<file path="config.mk">
export PLATFORM = sky130hd
export DESIGN_NAME = tx_word_packer
export DESIGN_NICKNAME = d
export VERILOG_FILES = /design/src/rtl/tx_pkg.sv /design/src/rtl/sync_fifo_fwft.sv /design/src/rtl/tx_word_packer.sv
export SDC_FILE = /design/constraint.sdc
export NUM_CORES = 1
export LEC_CHECK = 0
export CORE_UTILIZATION = 55
export DETAILED_ROUTE_END_ITERATION = 8
export GPL_ROUTABILITY_DRIVEN = 0
export GPL_TIMING_DRIVEN = 0
export PLACE_DENSITY_LB_ADDON = 0.1
export SYNTH_ARGS = -nofsm -noshare
export SYNTH_HDL_FRONTEND = slang
export SYNTH_SLANG_ARGS = --single-unit
</file>
<file path="constraint.sdc">
create_clock -name clk -period 5.1 [get_ports clk]
set_clock_uncertainty 0.15 [all_clocks]
set_input_delay 0.765 -clock clk [delete_from_list [all_inputs] [get_ports clk]]
set_output_delay 0.765 -clock clk [all_outputs]
set_load 0.005 [all_outputs]
</file>
<file path="src/rtl/tx_pkg.sv">
// Shared types and helpers for the transmit byte-to-word packer.
// Lane placement lives here so that the RX path can reuse the same rule.
package tx_pkg;

  localparam int TX_BYTES_PER_WORD = 4;

  typedef logic [31:0] tx_word_t;

  typedef enum logic {
    FILL,
    PAD
  } packer_state_e;

  // Place byte b into lane k of word w.
  function automatic tx_word_t lane_put(tx_word_t w, logic [1:0] k, logic [7:0] b, bit msb_first);
    int sh;
    sh = msb_first ? (24 - 8 * int'(k)) : (8 * int'(k));
    return (w & ~(32'h0000_00FF << sh)) | ({24'h0, b} << sh);
  endfunction

endpackage

</file>
<file path="src/rtl/sync_fifo_fwft.sv">
// Small first-word-fall-through FIFO; the head entry is always visible on dout.
// Occupancy is the difference of two wrap-around counters one bit wider than the pointers.
module sync_fifo_fwft #(
  parameter int DEPTH = 4,
  parameter int WIDTH = 32
) (
  input  logic                     clk,
  input  logic                     rst_n,
  input  logic                     push,
  input  logic [WIDTH-1:0]         din,
  input  logic                     pop,
  output logic [WIDTH-1:0]         dout,
  output logic                     full,
  output logic                     empty,
  output logic [$clog2(DEPTH):0]   level
);

  localparam int AW = $clog2(DEPTH);

  logic [WIDTH-1:0] mem [DEPTH];
  logic [WIDTH-1:0] last_reg;
  logic [AW:0]      wr_cnt_reg;
  logic [AW:0]      rd_cnt_reg;
  logic [AW-1:0]    wr_ptr;
  logic [AW-1:0]    rd_ptr;
  logic             do_push;
  logic             do_pop;

  assign wr_ptr  = wr_cnt_reg[AW-1:0];
  assign rd_ptr  = rd_cnt_reg[AW-1:0];
  assign level   = wr_cnt_reg - rd_cnt_reg;
  assign full    = (level == (AW + 1)'(DEPTH));
  assign empty   = (level == '0);
  assign do_push = push && !full;
  assign do_pop  = pop && !empty;
  // Once drained, keep showing the word that was popped last.
  assign dout    = empty ? last_reg : mem[rd_ptr];

  always_ff @(posedge clk or negedge rst_n) begin
    if (!rst_n) begin
      wr_cnt_reg <= '0;
      rd_cnt_reg <= '0;
      last_reg   <= '0;
      for (int i = 0; i < DEPTH; i++) mem[i] <= '0;
    end else begin
      if (do_push) begin
        mem[wr_ptr] <= din;
        wr_cnt_reg  <= wr_cnt_reg + 1'b1;
      end
      if (do_pop) begin
        last_reg   <= mem[rd_ptr];
        rd_cnt_reg <= rd_cnt_reg + 1'b1;
      end
    end
  end

  assert property (@(posedge clk) disable iff (!rst_n) !(push && full));
  assert property (@(posedge clk) disable iff (!rst_n) !(pop && empty));
  assert property (@(posedge clk) disable iff (!rst_n) level <= (AW + 1)'(DEPTH));

endmodule

</file>
<file path="src/rtl/tx_word_packer.sv">
// Packs an accepted byte stream four bytes at a time into 32-bit words and buffers them.
// Partial words are padded out on a flush pulse or after an idle timeout.
module tx_word_packer
  import tx_pkg::*;
#(
  parameter int         DEPTH       = 4,
  parameter int         TIMEOUT_CYC = 1000,
  parameter logic [7:0] PAD_BYTE    = 8'h00,
  parameter bit         MSB_FIRST   = 1'b1
) (
  input  logic                   clk,
  input  logic                   rst_n,
  input  logic [7:0]             in_data,
  input  logic                   in_valid,
  output logic                   in_ready,
  input  logic                   flush,
  output logic [31:0]            Tx_data,
  output logic                   Tx_valid,
  input  logic                   Tx_ready,
  output logic [$clog2(DEPTH):0] level,
  output logic                   partial
);

  localparam int       TW       = (TIMEOUT_CYC > 0) ? $clog2(TIMEOUT_CYC + 1) : 1;
  localparam logic [TW-1:0] TMAX = TW'(TIMEOUT_CYC);
  localparam tx_word_t PAD_WORD = {TX_BYTES_PER_WORD{PAD_BYTE}};

  packer_state_e state_reg, state_next;
  logic [1:0]    byte_cnt_reg, byte_cnt_next;
  tx_word_t      word_reg, word_next;
  logic [TW-1:0] timer_reg, timer_next;
  logic          run_reg;

  logic          full;
  logic          empty;
  logic          accept;
  logic          push;
  tx_word_t      push_word;
  tx_word_t      filled;
  logic [2:0]    fill_cnt;
  logic          timed_out;

  // run_reg holds in_ready low until the first clock after reset release.
  assign in_ready  = run_reg && (state_reg == FILL) && !full;
  assign accept    = in_valid && in_ready;
  assign filled    = accept ? lane_put(word_reg, byte_cnt_reg, in_data, MSB_FIRST) : word_reg;
  assign fill_cnt  = {1'b0, byte_cnt_reg} + {2'b00, accept};
  assign timed_out = (TIMEOUT_CYC != 0) && !accept && (byte_cnt_reg != 2'd0) && (timer_reg == TMAX);
  assign partial   = (byte_cnt_reg != 2'd0);
  assign Tx_valid  = !empty;

  always_comb begin
    state_next    = state_reg;
    byte_cnt_next = byte_cnt_reg;
    word_next     = word_reg;
    timer_next    = timer_reg;
    push          = 1'b0;
    push_word     = word_reg;
    case (state_reg)
      FILL: begin
        if (fill_cnt == 3'd4) begin
          push          = 1'b1;
          push_word     = filled;
          byte_cnt_next = 2'd0;
          word_next     = PAD_WORD;
          timer_next    = '0;
        end else if ((fill_cnt != 3'd0) && (flush || timed_out)) begin
          if (!full) begin
            push          = 1'b1;
            push_word     = filled;
            byte_cnt_next = 2'd0;
            word_next     = PAD_WORD;
            timer_next    = '0;
          end else begin
            state_next    = PAD;
            word_next     = filled;
            byte_cnt_next = fill_cnt[1:0];
          end
        end else begin
          word_next     = filled;
          byte_cnt_next = fill_cnt[1:0];
          if (accept)
            timer_next = '0;
          else if ((TIMEOUT_CYC != 0) && (byte_cnt_reg != 2'd0) && (timer_reg < TMAX))
            timer_next = timer_reg + 1'b1;
        end
      end
      PAD: begin
        if (!full) begin
          push          = 1'b1;
          push_word     = word_reg;
          byte_cnt_next = 2'd0;
          word_next     = PAD_WORD;
          timer_next    = '0;
          state_next    = FILL;
        end
      end
      default: state_next = FILL;
    endcase
  end

  always_ff @(posedge clk or negedge rst_n) begin
    if (!rst_n) begin
      state_reg    <= FILL;
      byte_cnt_reg <= 2'd0;
      word_reg     <= PAD_WORD;
      timer_reg    <= '0;
      run_reg      <= 1'b0;
    end else begin
      state_reg    <= state_next;
      byte_cnt_reg <= byte_cnt_next;
      word_reg     <= word_next;
      timer_reg    <= timer_next;
      run_reg      <= 1'b1;
    end
  end

  sync_fifo_fwft #(
    .DEPTH (DEPTH),
    .WIDTH (32)
  ) u_fifo (
    .clk   (clk),
    .rst_n (rst_n),
    .push  (push),
    .din   (push_word),
    .pop   (Tx_valid && Tx_ready),
    .dout  (Tx_data),
    .full  (full),
    .empty (empty),
    .level (level)
  );

endmodule
</file>
# [Word-level counts from Yosys, hierarchy flattened]
# Index checks and enable logic that the tools add are counted.
[word_totals] reg_bits=212 latchBits=0 ramBits=0 mem_bits_ro=0 inputBits=13 output_inout_bits=38 word_cells=89 n_memories=0
[op_classes] n_addsub=6 multipliers=0 n_div=0 n_lt_le_gt_ge=4 eq_ne=5 shift=2 n_mux=36 bitwise=6 n_reduce_logical=18
[ops] op="2-to-1 mux 32 bit" n=12
[ops] op="bitwise mux 128 bit" n=1
[ops] op="one-hot mux 32 bit (2 select lines)" n=2
[ops] op="binary-select mux 32 bit (select 2 bit)" n=1
[ops] op="demux 32 bit (select 2 bit)" n=1
[ops] op="2-to-1 mux 10 bit" n=5
[ops] op="AND 32 bit" n=1
[ops] op="inverter 32 bit" n=1
[ops] op="OR 32 bit" n=1
[ops] op="left shift 8 x 32 -> 32 bit" n=1
[ops] op="left shift 8 x 32 -> 32 bit, first input constant" n=1
[ops] op="one-hot mux 10 bit (2 select lines)" n=1
[ops] op="logical AND 1 bit" n=11
[ops] op="adder 10 x 1 -> 10 bit, second input constant" n=1
[ops] op="== test 10 bit, second input constant" n=1
[ops] op="less-than comparator 10 bit, second input constant" n=1
[ops] op="2-to-1 mux 2 bit" n=4
[ops] op="adder 3 x 1 -> 3 bit, second input constant" n=2
[ops] op="== test 3 bit, second input constant" n=2
[ops] op="greater-or-equal comparator 3 bit, second input constant" n=2
[ops] op="2-to-1 mux 1 bit" n=6
[ops] op="inverter 2 -> 3 bit" n=2
[ops] op="subtractor 5 x 5 -> 6 bit, first input constant" n=1
[ops] op="inequality test 5 x 2 -> 1 bit, second input constant" n=1
[ops] op="12 further kinds" n=15

# [Depth between registers and ports, before layout]
# Gate-level depths: netlist (run 1).
[logic_depth] ltp_word=14 ltp_mapped=15 depth_no_buf=13

# [By module]
# A second synthesis (run 1) with hierarchy kept.
[unflattened] hier_cells=679 area_unflattened_um2=10371.2
[modules_own_cells] mod="sync_fifo_fwft" instances=1 cells_per_inst=452 area_each_um2=7726.2 seq_area_each_um2=4154.0
[modules_own_cells] mod="tx_word_packer" instances=1 cells_per_inst=227 area_each_um2=2645.0 seq_area_each_um2=1151.1

# [Least setup slack after synthesis (run 1)]
# Ideal clock, no wire load.
[synth_path] path_kind="register to register" start="reg u_fifo.wr_cnt_reg[0]" end="reg u_fifo.mem[22] (netlist bit)" setup_time_ns=0.125 arrival_time_ns=3.708 required_ns=4.825 path_slack_ns=1.117 stages_incl_launch_ff=16 path_buffers=3 period_less_slack_ns=3.983 path_cell_list="dfrtp_1 inv_1 ha_1 fa_1 xnor3_2 o21ai_0 inv_1 ha_1 ha_1 or3_1 clkbuf_1 a31o_2 buf_2 nand3_1 buf_2 mux2_2"
[synth_between] elab_chain_len=14 word_cells_on_any_way=30 classes_between="add/sub (2); order compare (2); eq/ne (2); mux (12); bitwise (1); reduce/logical (11)"
[synth_rtl] element="start: declaration" line_no="sync_fifo_fwft.sv:22" rtl="logic [AW:0] wr_cnt_reg;"
[synth_rtl] element="start signal: assignment" line_no="sync_fifo_fwft.sv:48" rtl="wr_cnt_reg <= wr_cnt_reg + 1'b1;"
[synth_rtl] element="parallel branches: the longest is 14 deep, another holds subtractor 3 bit"
[synth_rtl] element="end signal: indexed assignment" line_no="sync_fifo_fwft.sv:47" rtl="mem[wr_ptr] <= din;"
[synth_rtl] element="end: declaration" line_no="sync_fifo_fwft.sv:20" rtl="logic [WIDTH-1:0] mem [DEPTH];"
# Parallel ways; which one is timed is not known.
# A chain may end at the register's enable or synchronous reset.

# [Worst setup path in the final report (run 1)]
[layout_path] start="reg u_fifo.wr_cnt_reg[0]" end="out Tx_data[14]"
[layout_between] elab_chain_len=3
[layout_rtl] element="subtractor 3 bit" line_no="sync_fifo_fwft.sv:31" rtl="assign level = wr_cnt_reg - rd_cnt_reg;"
[layout_rtl] element="logical NOT 3 bit" line_no="sync_fifo_fwft.sv:33" rtl="assign empty = (level == '0);"
[layout_rtl] element="2-to-1 mux 32 bit" line_no="sync_fifo_fwft.sv:37" rtl="assign dout = empty ? last_reg : mem[rd_ptr];"
[layout_rtl] element="end: declaration" line_no="tx_word_packer.sv:17" rtl="output logic [31:0] Tx_data,"
# Every way passes these cells.

==> results of run 1 <==
-- stage by stage --
| step | cells | total power, W | TNS, ns | instance area, um2 |
|---|---|---|---|---|
| 2_1_floorplan | 902 | 0.00511 | 0 | 11000 |
| 3_3_place_gp | 1217 | 0.00648 | -1263.52 | 11800 |
| 3_5_place_dp | 1218 | 0.00655 | 0 | 11900 |
| 4_1_cts | 1260 | 0.00834 | 0 | 12700 |
| 5_1_grt | 1260 | 0.00881 | 0 | 12700 |
| 6_report | 1260 | 0.00834 | 0 | 12700 |
-- worst min path at each step --
stage | startpoint | endpoint | slack, ns | cells after the start
after floorplan | u_fifo.wr_cnt_reg[2] | u_fifo.wr_cnt_reg[2] | 0.30 | 1
after global placement | u_fifo.wr_cnt_reg[2] | u_fifo.wr_cnt_reg[2] | 0.32 | 1
after detailed placement | u_fifo.wr_cnt_reg[2] | u_fifo.wr_cnt_reg[2] | 0.32 | 1
after CTS | rst_n | u_fifo.mem[37] | 0.24 | 1
after global routing | rst_n | u_fifo.mem[74] | 0.28 | 1
final | rst_n | u_fifo.mem[74] | 0.20 | 1
-- final cells by class --
cell class | instances | area [um2] | share of cell area
Tap cell | 265 | 332 | 0.0262
Timing Repair Buffer | 51 | 533 | 0.0421
Clock inverter | 11 | 161 | 0.0127
Buffer | 62 | 262 | 0.0206
Sequential cell | 212 | 5310 | 0.419
Inverter | 56 | 213 | 0.0168
Clock buffer | 31 | 646 | 0.0510
Multi-Input combinational cell | 572 | 5220 | 0.412
-- cell families after synthesis --
group | count (synthesis)
AOI/OAI and AO/OA | 129
xor gates and xnor gates | 6
adders and majority gates | 11
buffers and inverters | 118
DFF | 212
muxes | 258
other | 1
and+or+nand+nor | 167
-- routing by layer --
| layer | vias to the layer above | track usage |
|---|---|---|
| met2 | 257 | 0.419 |
| met3 | 59 | 0.0350 |
| li1 | 3505 | - |
| met5 | - | 0 |
| met4 | 0 | 0.0941 |
| met1 | 3893 | 0.392 |
-- power by group through the flow --
| stage | clock, W | combinational, W | sequential [W] |
|---|---|---|---|
| floorplan | 0 | 0.00263 | 0.00249 |
| global placement | 0 | 0.00390 | 0.00258 |
| detailed placement | 0 | 0.00396 | 0.00259 |
| CTS | 0.00180 | 0.00398 | 0.00257 |
| global route | 0.00188 | 0.00429 | 0.00264 |
| finish | 0.00178 | 0.00399 | 0.00257 |
-- worst max-delay path, cell delays in order, from the launching register on --
cell and delay, ns:
dfrtp_1 0.41, inv_1 0.10, ha_1 0.20, fa_1 0.48, and2_1 0.16, clkbuf_1 0.21, nand2_1 0.34, clkbuf_1 0.62
mux2_2 0.41, clkdlybuf4s50_1 0.45
-- cell usage in the layout, fill, tap and decap left out, types with 3 or more instances in the layout --
cell	netlist	layout
bufinv_16	0	4
clkdlybuf4s50_1	0	49
o31ai_1	9	9
nor3_1	12	12
a21oi_1	17	17
buf_2	22	22
clkbuf_8	0	4
xnor2_1	3	3
ha_1	10	10
nor4_1	11	11
nand2b_1	9	9
a32oi_1	25	25
inv_1	55	55
dfrtp_1	212	212
nand2_1	33	33
o21ai_0	33	33
or4_1	6	6
o22ai_1	3	3
nor2_1	32	32
nand3_1	40	40
buf_1	5	5
a22o_1	3	3
o211ai_1	11	11
mux4_2	32	32
clkbuf_16	0	23
mux2i_1	46	46
and2_1	6	6
mux2_2	180	180
nand3b_1	3	3
clkbuf_1	35	38
a31oi_1	11	11
and3_1	3	3
clkinv_2	0	5
-- repair_timing --
item | in CTS | in global routing
endpoints found under the hold margin | 0 | 0
endpoints found under the setup margin | 0 | 5
gates resized for setup | 0 | 3
==> reports/metrics.cfg, run 1 <==
[run_status]
status = finished clean

[setup_path]
reg2reg_depth = 15
crit_type = reg -> out
r2r_end = u_fifo.mem[10]
r2r_start = u_fifo.wr_cnt_reg[0]
arrival_ns = 3.91
crit_end = Tx_data[14]
reg2reg_slack_ns = 0.35
end_kind = primary output
cp.required_ns = 4.18
crit_start = u_fifo.wr_cnt_reg[0]
start_kind = register
cp_max_fo = 10

[timing]
hold_slack_ns = 0.203
final_hold_viol_count = 0
maxSlewHeadroom = 0.242
rsz0062_at_grt = no
setup_viol = 0
setup_slack_ns = 0.278
finalMaxSlewViolations = 0
fmax_mhz = 207
fin_crit_sh = 0.945
tightest_slew_ns = 1.14
min_period_ns = 4.82

[clock_network]
clock-root-buffer = clkbuf_16
hold_buffers = 0
cts_tree = done
cts_setup_buffers = 0
h-tree-depth = 1
clkLatencyLatePin_ns = 0.52
clkSinkCount = 212
clk_pin_slew_worst_paths_ns = 0.06
cts_max_path_buffers = 3
cts-buffers-inserted = 23

[drt]
wirelength_um = 26600
route.top_layer_used = met4
via_count = 7714
met2_length_um = 12200
final_antenna_net_count = 0
met3_length_um = 1380
drt_iter0_markers = 540
vias_per_cell = 6.12
met1_length_um = 12200
post-route-drc-count = 0
routedWlPerCell_um = 21.1
drtPass1Iterations = 5

[logic_synthesis]
synth.area.top_cells = dfrtp_1, mux2_2, mux4_2
synth-edff-count = 0
ys_ff_latch = 212
synth_top_family_by_area = multiplexers
ys_seq_area_frac = 0.482
synth_top_area_frac = 0.482
async_flop_share = 1.00
synth_warnings = 0
syn_nets = 926
synth_mux_area_frac = 0.292
synthAdderAreaFrac = 0.0132
yosys-top-cells-count = dfrtp_1, mux2_2, inv_1
synth-xor-area-share = 0.00614
avgSynthCellArea_um2 = 12.2
syn_inst = 902
synth_top_cell_by_area = dfrtp_1
synthSimpleGateAreaFrac = 0.0787
synth_compound_area_frac = 0.0845
synthFlopType = dfrtp_1
ys_types = 59
synth_area_um2 = 11000
yosys.cell_count.top_type = dfrtp_1

[finish]
num-fill-cells = 1548
post-route-util = 0.649
finalNetCount = 1002
area_growth_pct = 15.2
drive_above_1_share = 0.290
largest_register_ffs = 128
diodes = 0

[floorplanning]
fp.coreArea_um2 = 19500
die_w_um = 143
initial_core_util = 0.563
row_count = 51
dieArea_um2 = 20600
pin_count = 51
fp.dieH_um = 143

[power_and_ir_drop]
power_frac_seq = 0.309
power.internal_w = 0.00521
clock_power_share = 0.213
pwr-share-comb = 0.478
swShare = 0.376
p_switching_w = 0.00313
power_density_nw_per_um2 = 658
max-vdd-ir-drop_mv = 0.319
p_leak_nw = 5.89

[placed_design]
io_buffers = 50
pre_cts_slack_ns = 0.462
dp.final_hpwl_um = 18200

[grt]
grt_pass1_wl_um = 42600
grt_pass1_vias = 7676
grt_antenna_before_repair = 0
grt_usage = 0.270
overflow = 0
grt_max_degree = 119

[job]
drv_cap = 0

[hold_path]
min-delay-path-class = in -> async

(Power assumes the default switching activity.)
==> inputs of run 2 (changes only) <==
--- a/config.mk
+++ b/config.mk
@@ -10,6 +10,7 @@
 export GPL_ROUTABILITY_DRIVEN = 0
 export GPL_TIMING_DRIVEN = 0
 export PLACE_DENSITY_LB_ADDON = 0.1
+export SKIP_LAST_GASP = 1
 export SYNTH_ARGS = -nofsm -noshare
 export SYNTH_HDL_FRONTEND = slang
 export SYNTH_SLANG_ARGS = --single-unit
==> results of run 2 <==
The final DEF is identical to that of run 1; final timing and power are the same.
==> inputs of run 3 (changes only) <==
--- a/config.mk
+++ b/config.mk
@@ -5,6 +5,7 @@
 export SDC_FILE = /design/constraint.sdc
 export NUM_CORES = 1
 export LEC_CHECK = 0
+export ABC_AREA = 1
 export CORE_UTILIZATION = 55
 export DETAILED_ROUTE_END_ITERATION = 8
 export GPL_ROUTABILITY_DRIVEN = 0
==> reports/metrics.cfg, run 3 <==
[finish]
final_common_cell = nand2_1
drive_above_1_share = 0.0546  ; -0.236
multi_input_area_um2 = 5410  ; +3.7%
area_growth_pct = 13.9
largest_register_ffs = 128  ; unchanged
finalNetCount = 1802  ; +80%
diodes = 0  ; unchanged
ff_latch_area_um2 = 5310  ; unchanged
num-fill-cells = 1903  ; +23%
final_cell_mix = nand2_1, dfrtp_1, o21ai_0
post-route-util = 0.641  ; -0.00836

[grt]
use_met3 = 0.0393  ; +0.00428
grt_max_degree = 123  ; +3.4%
grt_antenna_before_repair = 0  ; unchanged
grt_usage = 0.302  ; +0.0311
top_usage_layer = met2
grt_pass1_wl_um = 53500  ; +25%
grt_use_met2 = 0.489  ; +0.0702
grt_pass1_vias = 10400  ; +36%
grtUsageMet1 = 0.427  ; +0.0351
overflow = 0  ; unchanged

[logic_synthesis]
synth.area.top_cells = dfrtp_1, nand2_1, o21ai_0
synth-xor-area-share = 0.00222  ; -0.00392
synth_top_cell_by_area = dfrtp_1
synth_compound_area_frac = 0.108  ; +0.0230
synthFlopType = dfrtp_1
synth_top_area_frac = 0.449  ; -0.0335
yosys.cell_count.top_type = nand2_1
synth_mux_area_frac = 0  ; -0.292
avgSynthCellArea_um2 = 6.94  ; -43%
async_flop_share = 1.00  ; unchanged
synth_warnings = 0  ; unchanged
ys_types = 35  ; -41%
synth_top_family_by_area = simple AND/OR/NAND/NOR gates
synth_area_um2 = 11800  ; +7.5%
syn_nets = 1726  ; +86%
ys_ff_latch = 212  ; unchanged
yosys-top-cells-count = nand2_1, dfrtp_1, o21ai_0
synth-edff-count = 0  ; unchanged
synthAdderAreaFrac = 0.0123  ; -0.000916
synthSimpleGateAreaFrac = 0.335  ; +0.256
ys_seq_area_frac = 0.449  ; -0.0335
syn_inst = 1702  ; +89%

[floorplanning]
row_count = 53  ; +3.9%
die_w_um = 149  ; +3.6%
pin_count = 51  ; unchanged
fp.dieH_um = 149  ; +3.6%
initial_core_util = 0.562  ; -0.00102
fp.coreArea_um2 = 21000  ; +7.7%
dieArea_um2 = 22100  ; +7.4%

[power_and_ir_drop]
clock_power_share = 0.165  ; -0.048
power.total_w = 0.0102  ; +22%
power.internal_w = 0.00546  ; +4.8%
swShare = 0.465  ; +0.0897
p_switching_w = 0.00475  ; +52%
p_leak_nw = 7.17  ; +22%
max-vdd-ir-drop_mv = 0.527  ; +65%
power_frac_seq = 0.269  ; -0.040
power_density_nw_per_um2 = 758  ; +15%
pwr-share-comb = 0.566  ; +0.088

[setup_path]
crit_family = simple AND/OR/NAND/NOR gates
end_kind = register
cp.buffers_inverters = 6  ; +2
start_kind = register
r2r_start = u_fifo.wr_cnt_reg[0]
slowest_delay_ns = 0.51  ; -0.11 ns
cp.required_ns = 5.41  ; +1.23 ns
reg2reg_depth = 20  ; +5
reg2reg_slack_ns = 0.40  ; +0.05 ns
crit_type = reg -> reg
crit_chain = inv_1, ha_1, fa_1, nand2_1, inv_1, nand3_1, nand3_1, clkbuf_2, inv_1, ha_1, ha_1, nor2_1, nand2_1, clkinvlp_4, nor2_4, nand2_8, nand3_4, clkbuf_1, nand2_1, nand2_1
arrival_ns = 5.02  ; +1.11 ns
cp_max_fo = 10  ; unchanged
slowest_stage = fa_1
crit_top_cell = nand2_1
r2r_end = u_fifo.mem[43]

[clock_network]
clk_pin_slew_worst_paths_ns = 0.06  ; about the same
clock-root-buffer = clkbuf_16
h-tree-depth = 1  ; unchanged
clkSinkCount = 212  ; unchanged
cts_max_path_buffers = 3  ; unchanged
cts_tree = done
clkLatencyLatePin_ns = 0.53  ; about the same
cts-buffers-inserted = 24  ; +4.3%
cts_setup_buffers = 0  ; unchanged

[placed_design]
io_buffers = 49  ; -2.0%
dp.final_hpwl_um = 23000  ; +26%

[timing]
fmax_mhz = 213  ; +2.5%
tightest_slew_ns = 0.702  ; -0.436 ns
rsz0062_at_grt = no
hold_slack_ns = 0.109  ; -0.0934 ns
min_period_ns = 4.70  ; -0.117 ns
final_hold_viol_count = 0  ; unchanged
setup_viol = 0  ; unchanged
maxSlewHeadroom = 0.532  ; +0.290
finalMaxSlewViolations = 0  ; unchanged
fin_crit_sh = 0.923  ; -0.0230

[hold_path]
min-delay-path-class = in -> async

[job]
drv_cap = 0  ; unchanged

[drt]
final_antenna_net_count = 0  ; unchanged
post-route-drc-count = 0  ; unchanged
drt_iter0_markers = 939  ; +74%
via_count = 11200  ; +45%
vias_per_cell = 5.42  ; -12%
routedWlPerCell_um = 15.6  ; -26%
drtPass1Iterations = 7  ; +2
wirelength_um = 32400  ; +22%

[run_status]
status = finished clean

==> run 3: cell count changes after synthesis, moves of 29 or more <==
cell / previous run / this run
nor2_1: 32 / 88
mux2i_1: 46 / 0
nand3_1: 40 / 73
nand4_1: 2 / 34
mux2_2: 180 / 0
nand2_1: 33 / 765
o22ai_1: 3 / 63
mux4_2: 32 / 0
inv_1: 55 / 151
clkbuf_1: 35 / 64
o21ai_0: 33 / 158
==> run 3: metal layers <==
metal	share of wire	vias up	wire length [um]
li1	-	5517	-
met1	0.45	5251	14500
met2	0.47	403	15100
met3	0.070	39	2280
met4	0.017	0	563
met5	0	-	0
==> run 3: stage by stage <==
step / worst slack, ns / setup TNS [ns] / cell area [um2] / std cells
floorplan: 1.38 / 0 / 11800 / 1702
global placement: -6.08 / -1284.87 / 12700 / 2026
detailed placement: 0.0879 / 0 / 12700 / 2027
CTS: 0.0540 / 0 / 13400 / 2069
global route: 0.0699 / 0 / 13500 / 2069
finish: 0.395 / 0 / 13500 / 2069
==> run 3: power groups by stage <==
stage	clock (W)	sequential (W)	combinational, W
CTS	0.00170	0.00273	0.00572
global placement	0	0.00275	0.00556
global route	0.00178	0.00281	0.00649
detailed placement	0	0.00275	0.00569
finish	0.00169	0.00274	0.00578
floorplan	0	0.00265	0.00371
==> run 3: repair_timing <==
action | CTS | global route
setup endpoints to repair | 0 | 138
hold buffers | 0 | 0
resized for setup | 0 | 18
==> run 3: layout make-up <==
class | instances | area share
buffer | 101 | 0.0377
clock buffer | 37 | 0.0519
clock inverter | 5 | 0.00455
inverter | 162 | 0.0454
multi-input combinational | 1227 | 0.402
sequential | 212 | 0.394
tap | 275 | 0.0256
timing repair buffer | 50 | 0.0388
==> run 3: how the worst max path moves through the flow <==
stage / from / end / slack (ns) / cells past startpoint
after floorplan: u_fifo.wr_cnt_reg[0] / u_fifo.mem[11] / 1.38 / 20
after global placement: rst_n / word_reg[7] / -6.08 / 1
after detailed placement: u_fifo.wr_cnt_reg[0] / u_fifo.mem[99] / 0.09 / 20
after CTS: u_fifo.wr_cnt_reg[0] / u_fifo.mem[102] / 0.05 / 20
after global routing: u_fifo.wr_cnt_reg[0] / u_fifo.mem[116] / 0.07 / 20
final: u_fifo.wr_cnt_reg[0] / u_fifo.mem[43] / 0.40 / 20
==> run 3: cell families (layout without fill, tap and decap cells) <==
logic type / after synthesis / after routing
other cells: 1 / 1
simple gates: 976 / 976
buf+inv: 263 / 355
flops: 212 / 212
xor+xnor: 3 / 3
compound gates: 236 / 236
fa+ha+maj: 11 / 11
